`src/rtl/bias_ctrl_pkg.sv`:
```
`default_nettype none
// ============================================================================
// bias_ctrl_pkg : shared types and helpers for the bias buffer controller
// Rev 1.0
// ============================================================================
package bias_ctrl_pkg;

    typedef enum logic [2:0] {
        ST_IDLE     = 3'd0,
        ST_WR       = 3'd1,
        ST_RD_ISSUE = 3'd2,
        ST_RD_WAIT  = 3'd3,
        ST_RD_HOLD  = 3'd4,
        ST_DONE     = 3'd5
    } state_t;

    localparam logic MODE_READ  = 1'b0;
    localparam logic MODE_WRITE = 1'b1;

    function automatic int unsigned min_lanes(input int unsigned remaining,
                                              input int unsigned lanes);
        return (remaining < lanes) ? remaining : lanes;
    endfunction

endpackage
`default_nettype wire

```
`src/rtl/rd_tag_pipe.sv`:
```
`default_nettype none
// ============================================================================
// rd_tag_pipe : DEPTH-stage shift register of {valid, lane index} tracking
//               BRAM reads in flight; synchronous flush clears all valids.
// Rev 1.0
// ============================================================================
module rd_tag_pipe #(
    parameter int DEPTH = 2,
    parameter int IDX_W = 2
) (
    input  logic             clk,
    input  logic             rst_n,
    input  logic             flush,
    input  logic             push,
    input  logic [IDX_W-1:0] push_idx,
    output logic             out_valid,
    output logic [IDX_W-1:0] out_idx,
    output logic             drained
);

    logic [DEPTH-1:0] r_valid;
    logic [IDX_W-1:0] r_idx [DEPTH];

    always_ff @(posedge clk or negedge rst_n) begin
        if (!rst_n) begin
            r_valid <= '0;
            for (int i = 0; i < DEPTH; i++) r_idx[i] <= '0;
        end else if (flush) begin
            r_valid <= '0;
        end else begin
            r_valid[0] <= push;
            r_idx[0]   <= push_idx;
            for (int i = 1; i < DEPTH; i++) begin
                r_valid[i] <= r_valid[i-1];
                r_idx[i]   <= r_idx[i-1];
            end
        end
    end

    assign out_valid = r_valid[DEPTH-1];
    assign out_idx   = r_idx[DEPTH-1];

    // Drained: once the output stage is captured this cycle, nothing remains.
    generate
        if (DEPTH == 1) begin : g_drain_single
            assign drained = !push;
        end else begin : g_drain_multi
            assign drained = !push && !(|r_valid[DEPTH-2:0]);
        end
    endgenerate

endmodule
`default_nettype wire

```
`src/rtl/bias_buffer_ctrl.sv`:
```
`default_nettype none
// ============================================================================
// bias_buffer_ctrl : streams bias words FIFO->BRAM (write) or fetches LANES-wide
//                    groups BRAM->datapath with latency-tolerant tagging (read).
// Rev 1.0
// ============================================================================
module bias_buffer_ctrl
    import bias_ctrl_pkg::*;
#(
    parameter int DATA_W = 32,
    parameter int ADDR_W = 9,
    parameter int LANES  = 4,
    parameter int RD_LAT = 2,
    parameter int CH_W   = 12
) (
    input  logic                    clk,
    input  logic                    rst_n,
    input  logic                    start,
    input  logic                    mode,
    input  logic [CH_W-1:0]         ch_count,
    input  logic                    abort,
    input  logic [DATA_W-1:0]       s_data,
    input  logic                    s_valid,
    output logic                    s_ready,
    output logic                    bram_en,
    output logic                    bram_we,
    output logic [ADDR_W-1:0]       bram_addr,
    output logic [DATA_W-1:0]       bram_wdata,
    input  logic [DATA_W-1:0]       bram_rdata,
    output logic [LANES*DATA_W-1:0] bias_vec,
    output logic                    bias_valid,
    input  logic                    bias_ready,
    output logic                    busy,
    output logic                    done
);

    localparam int IDX_W = (LANES > 1) ? $clog2(LANES) : 1;
    localparam int N_W   = $clog2(LANES + 1);

    state_t             r_state;
    state_t             w_next;
    logic [CH_W-1:0]    r_ch_count;
    logic [CH_W-1:0]    r_cnt;
    logic [ADDR_W-1:0]  r_base;
    logic [IDX_W-1:0]   r_idx;
    logic [DATA_W-1:0]  r_lane [LANES];

    logic [CH_W-1:0]    w_remaining;
    logic [N_W-1:0]     w_n;
    logic               w_wr_fire;
    logic               w_wr_last;
    logic               w_issue;
    logic               w_issue_last;
    logic               w_accept;
    logic               w_grp_last;
    logic               w_tag_valid;
    logic [IDX_W-1:0]   w_tag_idx;
    logic               w_drained;

    assign w_remaining  = r_ch_count - r_cnt;
    assign w_n          = N_W'(min_lanes(32'(w_remaining), LANES));
    assign w_wr_fire    = (r_state == ST_WR) && s_valid && !abort;
    assign w_wr_last    = ({1'b0, r_cnt} + 1'b1) == {1'b0, r_ch_count};
    assign w_issue      = (r_state == ST_RD_ISSUE) && !abort;
    assign w_issue_last = (int'(r_idx) + 1) == int'(w_n);
    assign w_accept     = (r_state == ST_RD_HOLD) && bias_ready && !abort;
    assign w_grp_last   = ((CH_W+1)'(r_cnt) + (CH_W+1)'(w_n)) == (CH_W+1)'(r_ch_count);

    rd_tag_pipe #(
        .DEPTH (RD_LAT),
        .IDX_W (IDX_W)
    ) u_tag_pipe (
        .clk       (clk),
        .rst_n     (rst_n),
        .flush     (abort),
        .push      (w_issue),
        .push_idx  (r_idx),
        .out_valid (w_tag_valid),
        .out_idx   (w_tag_idx),
        .drained   (w_drained)
    );

    always_ff @(posedge clk or negedge rst_n) begin
        if (!rst_n) r_state <= ST_IDLE;
        else        r_state <= w_next;
    end

    always_comb begin
        w_next = r_state;
        case (r_state)
            ST_IDLE: begin
                if (start) begin
                    if (ch_count == '0)          w_next = ST_DONE;
                    else if (mode == MODE_WRITE) w_next = ST_WR;
                    else                         w_next = ST_RD_ISSUE;
                end
            end
            ST_WR:       if (w_wr_fire && w_wr_last) w_next = ST_DONE;
            ST_RD_ISSUE: if (w_issue_last)           w_next = ST_RD_WAIT;
            ST_RD_WAIT:  if (w_drained)              w_next = ST_RD_HOLD;
            ST_RD_HOLD:  if (w_accept)               w_next = w_grp_last ? ST_DONE : ST_RD_ISSUE;
            ST_DONE:                                 w_next = ST_IDLE;
            default:                                 w_next = ST_IDLE;
        endcase
        if (abort) w_next = ST_IDLE;
    end

    always_comb begin
        s_ready    = 1'b0;
        bram_en    = 1'b0;
        bram_we    = 1'b0;
        bram_addr  = '0;
        bram_wdata = '0;
        bias_valid = 1'b0;
        busy       = (r_state != ST_IDLE);
        done       = (r_state == ST_DONE);
        case (r_state)
            ST_WR: begin
                s_ready = (r_cnt < r_ch_count) && !abort;
                if (w_wr_fire) begin
                    bram_en    = 1'b1;
                    bram_we    = 1'b1;
                    bram_addr  = ADDR_W'(r_cnt);
                    bram_wdata = s_data;
                end
            end
            ST_RD_ISSUE: begin
                if (w_issue) begin
                    bram_en   = 1'b1;
                    bram_addr = r_base + ADDR_W'(r_idx);
                end
            end
            ST_RD_HOLD: bias_valid = !abort;
            default: ;
        endcase
    end

    always_ff @(posedge clk or negedge rst_n) begin
        if (!rst_n) begin
            r_ch_count <= '0;
            r_cnt      <= '0;
            r_base     <= '0;
            r_idx      <= '0;
        end else begin
            if (r_state == ST_IDLE) begin
                r_cnt  <= '0;
                r_base <= '0;
                r_idx  <= '0;
                if (start) r_ch_count <= ch_count;
            end
            if (w_wr_fire) r_cnt <= r_cnt + 1'b1;
            if (w_issue)   r_idx <= w_issue_last ? '0 : r_idx + 1'b1;
            if (w_accept) begin
                r_cnt  <= r_cnt + CH_W'(w_n);
                r_base <= r_base + ADDR_W'(w_n);
            end
            if (abort) r_idx <= '0;
        end
    end

    // First issue of a group clears every lane, so lanes beyond n read as zero.
    always_ff @(posedge clk or negedge rst_n) begin
        if (!rst_n) begin
            for (int i = 0; i < LANES; i++) r_lane[i] <= '0;
        end else begin
            if (w_issue && (r_idx == '0)) begin
                for (int i = 0; i < LANES; i++) r_lane[i] <= '0;
            end
            if (w_tag_valid) r_lane[w_tag_idx] <= bram_rdata;
        end
    end

    generate
        for (genvar gi = 0; gi < LANES; gi++) begin : g_pack
            assign bias_vec[gi*DATA_W +: DATA_W] = r_lane[gi];
        end
    endgenerate

endmodule
`default_nettype wire

```
`config.mk`:
```
export PLATFORM = sky130hd
export DESIGN_NAME = bias_buffer_ctrl
export DESIGN_NICKNAME = d
export VERILOG_FILES = /design/src/rtl/bias_ctrl_pkg.sv /design/src/rtl/rd_tag_pipe.sv /design/src/rtl/bias_buffer_ctrl.sv
export SDC_FILE = /design/constraint.sdc
export NUM_CORES = 1
export LEC_CHECK = 0
export ABC_CLOCK_PERIOD_IN_PS = 6750
export BUFFER_PORTS_ARGS = -buffer_cell sky130_fd_sc_hd__buf_2
export CAP_MARGIN = 40
export CORE_MARGIN = 2
export CORE_UTILIZATION = 25
export CTS_BUF_LIST = sky130_fd_sc_hd__clkbuf_16
export CTS_CLUSTER_SIZE = 30
export DETAILED_ROUTE_END_ITERATION = 8
export PLACE_DENSITY = 0.44
export SLEW_MARGIN = 10
export SYNTH_ARGS = -nofsm -noshare
export SYNTH_HDL_FRONTEND = slang
export SYNTH_SLANG_ARGS = --single-unit
export TNS_END_PERCENT = 1
```
`constraint.sdc`:
```
create_clock -name clk -period 6.75 [get_ports clk]
set_clock_uncertainty 0.15 [all_clocks]
set_input_delay 1.35 -clock clk [delete_from_list [all_inputs] [get_ports clk]]
set_output_delay 1.35 -clock clk [all_outputs]
set_load 0.05 [all_outputs]
```
After elaboration in Yosys (flattened, before gate mapping):

Cells that the tools add are included.

* word-level logic and storage cells: 98
* bits in latches: 0
* memory bits (read-only): 0
* RAM bits: 0
* bits of input ports: 83
* output and inout bits: 175
* memories: 0
* bits in registers: 172

* div/mod/pow operators: 0
* bitwise gates (word level): 1
* multiplexer cells: 37
* order comparisons: 4
* eq/ne operators: 13
* $mul: 0
* add/subtract/negate cells: 9
* reduce and logical (&&, ||, !) cells: 22
* shift operators: 0

Operators by type and width (count)
* $mux 128: 2
* $bwmux 128: 1
* $mux 32: 3
* $demux 32 s2: 1
* $mux 12: 3
* $mux 9: 4
* $mux 3: 9
* $eq 13x12->1: 2
* $pmux 9 s2: 1
* $pmux 3 s5: 1
* $add 12x1->13 const B: 1
* $add 12x3->13: 1
* $add 12x1->12 const B: 1
* $add 12x3->12: 1
* $logic_not 12->1: 1
* $lt 12x12->1: 1
* $lt 12x3->1 const B: 1
* $mux 2: 6
* $sub 12x12->12: 1
* $logic_and 1x1->1: 10
* $add 9x2->9: 1
* $add 9x3->9: 1
* $ne 3x3->1 const B: 3
* $reduce_bool 3->1: 3
* other kinds (18): 27

Logic depth before layout (Yosys ltp):

Gate-level depths: netlist of run 1.

* word-level depth: 9
* depth in mapped cells: 23
* mapped depth without buffers: 22

By module:

Synthesis of run 1 repeated with hierarchy kept, for this count alone.

* cells, all modules: 789
* area total of the unflattened synthesis: 8602.0 µm²

By module, submodules not included
* bias_buffer_ctrl: area each 8370.5 µm², instances 1, cells an instance 774, seq. area each 4154.0 µm²
* rd_tag_pipe: area each 231.5 µm², instances 1, cells an instance 15, seq. area each 150.1 µm²

Worst setup path after synthesis of run 1:

OpenSTA, ideal clock, no wires.

* path type: register to register
* start: register r_ch_count[0]
* end: register r_state[2]
* path buffers: 1
* period minus slack after synthesis: 5.029 ns
* required time: 6.521 ns
* path slack: 1.721 ns
* data arrival time: 4.800 ns
* cell stages (with the launch flop): 23
* library setup time: 0.079 ns
* cell sequence: dfrtp_1 -> inv_1 -> ha_1 -> inv_1 -> fa_1 -> a211oi_4 -> o21ai_2 -> a211o_1 -> a211o_1 -> or3_4 -> nor3_4 -> inv_1 -> nor3b_1 -> fa_1 -> a21oi_1 -> or4_1 -> clkbuf_1 -> xnor2_1 -> o2111ai_1 -> nor3_1 -> o21ai_0 -> or3_1 -> o21bai_1

* cells in the longest elaborated chain, start to end: 9
* elaborated cells between the ends (all ways): 15
* those cells by class: add/sub: 2; order compare: 1; eq/ne: 5; mux: 5; reduce/logical: 2

Ends and longest elaborated chain
* start, declared: RTL line bias_buffer_ctrl.sv:42 `logic [CH_W-1:0] r_ch_count;`
* start signal, assigned: RTL line bias_buffer_ctrl.sv:149 `if (start) r_ch_count <= ch_count;`
* $sub 12x12->12: RTL line bias_buffer_ctrl.sv:60 `assign w_remaining = r_ch_count - r_cnt;`
* $lt 12x3->1: RTL line bias_ctrl_pkg.sv:22 `return (remaining < lanes) ? remaining : lanes;`
* $mux 3: RTL line bias_ctrl_pkg.sv:22
* $add 12x3->13: RTL line bias_buffer_ctrl.sv:67 `assign w_grp_last = ((CH_W+1)'(r_cnt) + (CH_W+1)'(w_n)) == (CH_W+1)'(r_ch_count);`
* $eq 13x12->1: RTL line bias_buffer_ctrl.sv:67
* $mux 3 (2 in series): RTL line bias_buffer_ctrl.sv:101 `ST_RD_HOLD: if (w_accept) w_next = w_grp_last ? ST_DONE : ST_RD_ISSUE;`
* $pmux 3 s5: RTL line bias_buffer_ctrl.sv:90 `case (r_state)`
* $mux 3: RTL line bias_buffer_ctrl.sv:105 `if (abort) w_next = ST_IDLE;`
* end signal, assigned: RTL line bias_buffer_ctrl.sv:85 `else r_state <= w_next;`
* end, declared: RTL line bias_buffer_ctrl.sv:40 `state_t r_state;`

Parallel ways exist; a longest one is shown, timed or not. The select of a mux whose other input is x is not followed.
A chain may end at the register's enable or synchronous reset.

Final worst setup path of run 1:

* start: register r_cnt[0]
* end: register r_state[2]

* cells in the longest elaborated chain, start to end: 9
* elaborated cells between the ends (all ways): 16
* those cells by class: add/sub: 3; order compare: 1; eq/ne: 5; mux: 5; reduce/logical: 2

Ends and longest elaborated chain
* start, declared: RTL line bias_buffer_ctrl.sv:43 `logic [CH_W-1:0] r_cnt;`
* start signal, assigned: RTL line bias_buffer_ctrl.sv:151 `if (w_wr_fire) r_cnt <= r_cnt + 1'b1;`
* start signal, assigned: RTL line bias_buffer_ctrl.sv:154 `r_cnt <= r_cnt + CH_W'(w_n);`
* $sub 12x12->12: RTL line bias_buffer_ctrl.sv:60
* $lt 12x3->1: RTL line bias_ctrl_pkg.sv:22
* $mux 3: RTL line bias_ctrl_pkg.sv:22
* $add 12x3->13: RTL line bias_buffer_ctrl.sv:67
* $eq 13x12->1: RTL line bias_buffer_ctrl.sv:67
* $mux 3 (2 in series): RTL line bias_buffer_ctrl.sv:101
* $pmux 3 s5: RTL line bias_buffer_ctrl.sv:90
* $mux 3: RTL line bias_buffer_ctrl.sv:105

Parallel ways exist; a longest one is shown, timed or not. The select of a mux whose other input is x is not followed.

==> impl_metrics.yaml, run 1 <==
logic_synthesis:
  yosys_register_bits: 172
  yosysUniqueCellTypes: 67
  netlist_instances: 811
  avgSynthCellArea_sq_um: 10.7
  synth_top_family_by_area: "compound AO/OA/AOI/OAI gates"
  synthMuxAreaShare_pct: 2.43
  synth_edf_count: 0
  yosys.area_share.xor_xnor_pct: 3.44
  syn_area_sq_um: 8650
  synth_flop_cell: "dfrtp_1"
  synth_seq_area_share_pct: 49.7
  synth-adder-area-share_pct: 4.11
  synth-simple-area-share_pct: 12.5
  async_flop_share_pct: 100
  ys.warnings.count: 0
  synth_compound_area_share_pct: 24.4
  syn_nets: 920
outcome:
  outcome: "finished clean"
clock_tree:
  clk_latency_ns: 0.45
  htree_levels: 4
  cts_made_buffers: 17
  cts-hold-fix-buffers: 0
  cts.path.max_buffers: 2
  postCtsSetupBuffers: 0
  ctsResizeCount: 0
  path_clk_slew_ns: 0.08
  cts.sinks: 172
  cts_root_buf: "clkbuf_16"
  cts_tree: "yes"
grt:
  grt_max_degree: 63
  grtUsageTotal_pct: 16.4
  antenna_found_initial: 0
  globalRoute.totalOverflow: 0
  grt_pass1_vias: 7605
  grt_pass1_wl_um: 45900
finish:
  drive_above_1_share_pct: 31.9
  nNetsFinal: 1160
  antenna_cells_inserted: 0
  final_cells: 1519
  fillers: 3579
  syn2layout_area_growth_pct: 28.7
floorplan:
  die_area_sq_um: 36100
  fp.coreArea_sq_um: 34300
  die_y_um: 190
  num_rows: 68
  floorplan.initialDensity_pct: 25.2
  die_w_um: 190
  io_pins: 258
setup_path:
  reg2reg_slack_ns: 0.88
  worstSetupStartpointType: "flop"
  worstPathMaxFanout: 10
  cpLargestDelayFamily: "simple AND/OR/NAND/NOR gates"
  cp.arrival_ns: 6.09
  worst-r2r-cell-count: 20
  regToRegStartpoint: "r_cnt[0]"
  max_stage_delay_ns: 0.56
  cp-startpoint: "r_cnt[0]"
  worstReg2RegEnd: "r_state[2]"
  end_kind: "flop"
  cp_cell_sequence: "ha_1 > inv_1 > fa_1 > a211oi_4 > o21ai_2 > a211o_1 > a211o_1 > or3_4 > nor3_4 > inv_1 > nor3b_1 > fa_1 > a21oi_1 > or4_1 > xnor2_1 > o2111ai_1 > nor3_1 > o21ai_0 > or3_1 > o21bai_1"
  critical_path_buf_inv_count: 2
  crit_cells: 20
  critPathRequiredTime_ns: 6.97
  worstSetupPathType: "flop to flop"
  crit_slowest_cell: "or4_1"
pwr:
  power.leakage_nw: 5.57
  switching_power_mw: 2.06
  peakVddDrop_v: 0.000185
  power_density_nw_per_um2: 400
  p_clk_share_pct: 23.3
  power_frac_seq_pct: 31.5
  p_int_mw: 2.39
  switching_share_pct: 46.4
  p_total_mw: 4.45
  comb_power_share_pct: 45.2
routing:
  wl_per_cell_um: 19.2
  drt_wl_total_um: 29200
  first_pass_iters: 5
  vias_per_cell: 5.03
  drt_iter0_markers: 521
  vias: 7646
  drtAntennaViolNets: 0
  drc: 0
timing:
  holdWs_ns: 0.334
  final_hold_viol_count: 0
  tns_ns: 0
  max-slew-margin-rel_pct: 42.2
  rsz0062_at_grt: "false"
  worst_pin_slew_ns: 0.845
  maxSlewViolCount: 0
  fmaxAchievable_ghz: 0.170
  finalSetupViolCount: 0
  fin_ws_ns: 0.878
  period_share_pct: 87.0
  min_period_ns: 5.87
placement:
  place_congestion: 0.874
  port_buffers: 257
  dp_slack_ns: 0.952
  dp_hpwl_um: 20700
  placedCellCount: 1487
job:
  maxCapViolations: 0
hold_path:
  min-delay-start: "u_tag_pipe.r_idx[2]"
  holdPathEnd: "u_tag_pipe.r_idx[2]"
  whs_path_depth: 2
  hp-class: "flop to flop"
==> power groups by stage <==
stage,Combinational (mW),Sequential [mW],Clock [mW]
floorplan,1.02,1.81,0
global placement,2.01,1.42,0
detailed placement,2.01,1.42,0
CTS,2.02,1.40,1.07
global route,2.17,1.43,1.11
finish,2.01,1.40,1.04
==> worst register-to-register path: cells and delay by family, from the launching register on <==
family	cells	cell delay [ns]
AND/OR/NAND/NOR	6	2.13
XOR/XNOR	1	0.22
AO/OA/AOI/OAI	8	1.57
flip-flops	1	0.54
adder cells (fa/ha/maj)	3	0.95
buffers and inverters	2	0.24
==> layer usage <==
metal | up-vias | wire length, um | part of all wire [%] | GRT usage (%)
li1 | 3512 | - | - | -
met2 | 295 | 13200 | 45 | 25.7
met5 | - | 0 | 0 | 0
met4 | 0 | 419 | 1.4 | 4.56
met1 | 3813 | 14000 | 48 | 23.2
met3 | 26 | 1660 | 5.7 | 2.84
==> cells by family (layout without fill, tap and decap cells) <==
group                      after synthesis  in the layout
muxes                                   19             19
and+or+nand+nor                        208            208
DFF                                    172            172
adders and majority gates               26             26
buffers and inverters                   76            329
AOI/OAI and AO/OA                      276            276
xor gates and xnor gates                34             34
==> cell usage after synthesis, types with 9 or more instances <==
| master | count | area (sq um) |
|---|---|---|
| xor2_1 | 13 | 114 |
| and2_1 | 36 | 225 |
| o22ai_1 | 10 | 62.6 |
| mux2_2 | 16 | 180 |
| dfrtp_1 | 172 | 4300 |
| ha_1 | 22 | 275 |
| a21oi_1 | 32 | 160 |
| nor3_1 | 18 | 90.1 |
| a22o_1 | 130 | 1140 |
| nand3_1 | 13 | 65.1 |
| nor2_1 | 44 | 165 |
| o21ai_0 | 34 | 170 |
| nand2_1 | 47 | 176 |
| xnor2_1 | 21 | 184 |
| a21o_1 | 9 | 67.6 |
| clkbuf_1 | 43 | 161 |
| inv_1 | 25 | 93.8 |
==> how the worst max path moves through the flow <==
stage / slack, ns / end
2_1_floorplan: 1.72 / r_state[2]
3_3_place_gp: 1.09 / r_state[2]
3_5_place_dp: 0.95 / r_state[2]
4_1_cts: 0.90 / r_state[2]
5_1_grt: 0.46 / r_state[0]
6_report: 0.88 / r_state[2]
==> placed cells by master (no fill, tap or decap), types with 5 or more instances in the layout <==
cell type	count
nand2_1	47
o22ai_1	10
and3_1	5
xor2_1	13
nor4_1	8
nand3_1	13
a21oi_1	28
nor2b_1	6
o31ai_1	8
dfrtp_1	172
a22o_1	130
nand4_1	7
mux2_2	16
a21o_1	9
nor3_1	18
inv_1	25
buf_4	10
clkbuf_16	17
inv_8	6
o211ai_1	6
ha_1	22
nor2_1	42
o21ai_0	34
and2_1	36
xnor2_1	21
buf_2	256
==> per-stage QoR <==
step	utilization, %	instance area [sq um]
after detailed placement	30.7	10500
after global placement	30.5	10400
after CTS	32.5	11100
after floorplan	-	8650
final	32.5	11100
after global routing	32.5	11100
==> final cells by class <==
class	count	area [sq um]	area share, %
sequential	172	4300	38.7
tap	455	569	5.11
multi-input combinational	563	4110	36.9
clock buffer	17	425	3.82
clock inverter	15	196	1.76
inverter	26	97.6	0.877
timing repair buffer	271	1430	12.8
==> state kept, by name, indices dropped and copies added, names as in the netlist <==
name	flops
r_state	3
r_base	9
r_ch_count	12
u_tag_pipe.r_valid	2
r_idx	2
u_tag_pipe.r_idx	2
r_cnt	12
u_tag_pipe.out_idx	2
bias_vec	128
Note: power is estimated with default switching activity, not from simulation.
==> inputs of run 2 (changes only) <==
ABC_AREA = 1   (was not set)
PLACE_DENSITY = 0.43   (was 0.44)
SKIP_CTS_REPAIR_TIMING = 1   (was not set)
==> run 2 against run 1 <==
- clock-buffer cell count unchanged
- sequential power rose by 9%
- total power increased by 13%
- flip-flop and latch count stayed put
- critical path depth increased by 10
- synthesized cell count is 40% higher
- maximum frequency increased by 13%
- clock power hardly changed
==> impl_metrics.yaml, run 2 <==
outcome:
  outcome: "finished clean"
hold_path:
  min-delay-start: "u_tag_pipe.r_valid[0]"
  holdPathEnd: "u_tag_pipe.r_valid[1]"
  hp-class: "flop to flop"
  whs_path_depth: 2
pwr:
  comb_power_share_pct: 49.1
  p_clk_share_pct: 20.6
  power_density_nw_per_um2: 438
  power_frac_seq_pct: 30.3
  peakVddDrop_v: 0.000203
  power.leakage_nw: 6.21
  p_int_mw: 2.51
  switching_share_pct: 50.0
  switching_power_mw: 2.51
timing:
  rsz0062_at_grt: "false"
  maxSlewViolCount: 0
  max-slew-margin-rel_pct: 43.4
  final_hold_viol_count: 0
  period_share_pct: 77.3
  min_period_ns: 5.22
  finalSetupViolCount: 0
  worst_pin_slew_ns: 0.846
  fmaxAchievable_ghz: 0.192
  tns_ns: 0
finish:
  final_cell_area_sq_um: 11500
  drive_above_1_share_pct: 23.7
  fillers: 3850
  largest_reg_flops: 128
  syn2layout_area_growth_pct: 26.7
  final_common_cell: "buf_2"
  nNetsFinal: 1479
  final_cell_mix: "buf_2, nand3_1, nand2_1, dfrtp_1, inv_1"
logic_synthesis:
  avgSynthCellArea_sq_um: 7.97
  synth_top_cells_by_count: "nand3_1, nand2_1, dfrtp_1"
  yosysUniqueCellTypes: 41
  yosys.area.top_type: "dfrtp_1"
  synth_seq_area_share_pct: 47.6
  async_flop_share_pct: 100
  synth_flop_cell: "dfrtp_1"
  synth-simple-area-share_pct: 24.1
  synthMuxAreaShare_pct: 0
  synth.most_common_cell: "nand3_1"
  synth_top_family_by_area: "simple AND/OR/NAND/NOR gates"
  ys.warnings.count: 0
  synth-adder-area-share_pct: 3.93
  synth_area_leaders: "dfrtp_1, nand3_1, o21ai_0"
  yosys_register_bits: 172
  yosys.area_share.xor_xnor_pct: 2.91
  netlist_instances: 1135
  syn_area_sq_um: 9040
  syn_nets: 1244
  synth_edf_count: 0
  synth_compound_area_share_pct: 12.4
  yosysTopAreaCellShare_pct: 47.6
setup_path:
  crit_slowest_cell: "dfrtp_1"
  regToRegStartpoint: "r_cnt[0]"
  reg2reg_slack_ns: 1.53
  cp_common_cell: "nand2_1"
  cp.arrival_ns: 5.40
  critPathRequiredTime_ns: 6.93
  worstSetupPathType: "flop to flop"
  worstReg2RegEnd: "r_state[1]"
  worstSetupStartpointType: "flop"
  critical_path_buf_inv_count: 2
  cpLargestDelayFamily: "simple AND/OR/NAND/NOR gates"
  end_kind: "flop"
  worstPathMaxFanout: 10
  max_stage_delay_ns: 0.57
  worst-r2r-cell-count: 30
job:
  maxCapViolations: 0
floorplan:
  die_area_sq_um: 37700
  io_pins: 258
  die_y_um: 194
  fp.coreArea_sq_um: 35600
  die_w_um: 194
  num_rows: 69
  floorplan.initialDensity_pct: 25.4
routing:
  first_pass_iters: 7
  vias: 8385
  drt_wl_total_um: 29700
  drc: 0
  drtAntennaViolNets: 0
  vias_per_cell: 4.54
  wl_per_cell_um: 16.1
  drt_iter0_markers: 546
clock_tree:
  cts.sinks: 172
  clk_latency_ns: 0.44
  cts_made_buffers: 17
  cts_root_buf: "clkbuf_16"
  htree_levels: 4
  path_clk_slew_ns: 0.07
  cts_tree: "yes"
  cts.path.max_buffers: 2
grt:
  grt_util_met2_pct: 24.7
  globalRoute.totalOverflow: 0
  antenna_found_initial: 1
  met3_usage_pct: 3.58
  grt_pass1_wl_um: 47400
  busiest_layer: "met2"
  grtUsageTotal_pct: 15.9
  use_met1_pct: 22.1
  grt_max_degree: 82
  grt_pass1_vias: 8250
placement:
  place_congestion: 0.894
  port_buffers: 257
  dp_hpwl_um: 22000
  placed_area_sq_um: 10900
run 2: power by group through the flow:
stage	Clock, mW	Combinational, mW	Sequential, mW
finish	1.03	2.47	1.52
floorplan	0	1.00	2.33
CTS	1.07	2.49	1.53
detailed placement	0	2.48	1.55
global route	1.10	2.68	1.57
global placement	0	2.47	1.54
run 2: tightest hold or removal path, cell delays in order (launching register included):
cell and delay [ns]:
dfrtp_1 0.36, inv_1 0.05, nor2_1 0.05
run 2: logic make-up after synthesis:
| group | Yosys count |
|---|---|
| simple gates | 482 |
| buf+inv | 218 |
| compound gates | 207 |
| flops | 172 |
| xor+xnor | 30 |
| fa+ha+maj | 26 |
run 2: worst max-delay path by stage:
stage | from | to | slack [ns] | cells past startpoint
after global placement | r_cnt[0] | r_state[1] | 1.54 | 30
after floorplan | abort | bram_addr[7] | 1.94 | 4
after CTS | r_cnt[0] | r_state[1] | 1.60 | 30
final | r_cnt[0] | r_state[1] | 1.53 | 30
after global routing | r_cnt[0] | r_state[1] | 0.83 | 30
after detailed placement | r_cnt[0] | r_state[1] | 1.60 | 30
run 2: area by class of cell:
| cell class | instances | area (sq um) | share of cell area, % |
|---|---|---|---|
| antenna | 1 | 2.50 | 0.0218 |
| clock buffer | 17 | 425 | 3.71 |
| clock inverter | 15 | 171 | 1.50 |
| inverter | 165 | 622 | 5.43 |
| multi-input combinational | 745 | 3940 | 34.4 |
| sequential | 172 | 4300 | 37.6 |
| tap | 461 | 577 | 5.03 |
| timing repair buffer | 269 | 1420 | 12.3 |
run 2: routing by layer:
layer  up-vias  routed length (um)
met1      3852               14000
met2       296               13200
met3        31                1980
li1       4206                   -
met5         -                   0
met4         0                 573
run 2: stage by stage:
step           worst slack [ns]  instances  util, %  hold WS, ns  total power, mW
2_1_floorplan              1.94       1135        -        0.303             3.33
3_3_place_gp               1.54       1809     30.4        0.334             4.01
3_5_place_dp               1.60       1812     30.5        0.329             4.03
4_1_cts                    1.60       1844     32.2        0.346             5.08
5_1_grt                   0.832       1844     32.2        0.360             5.35
6_report                   1.53       1845     32.2        0.345             5.02
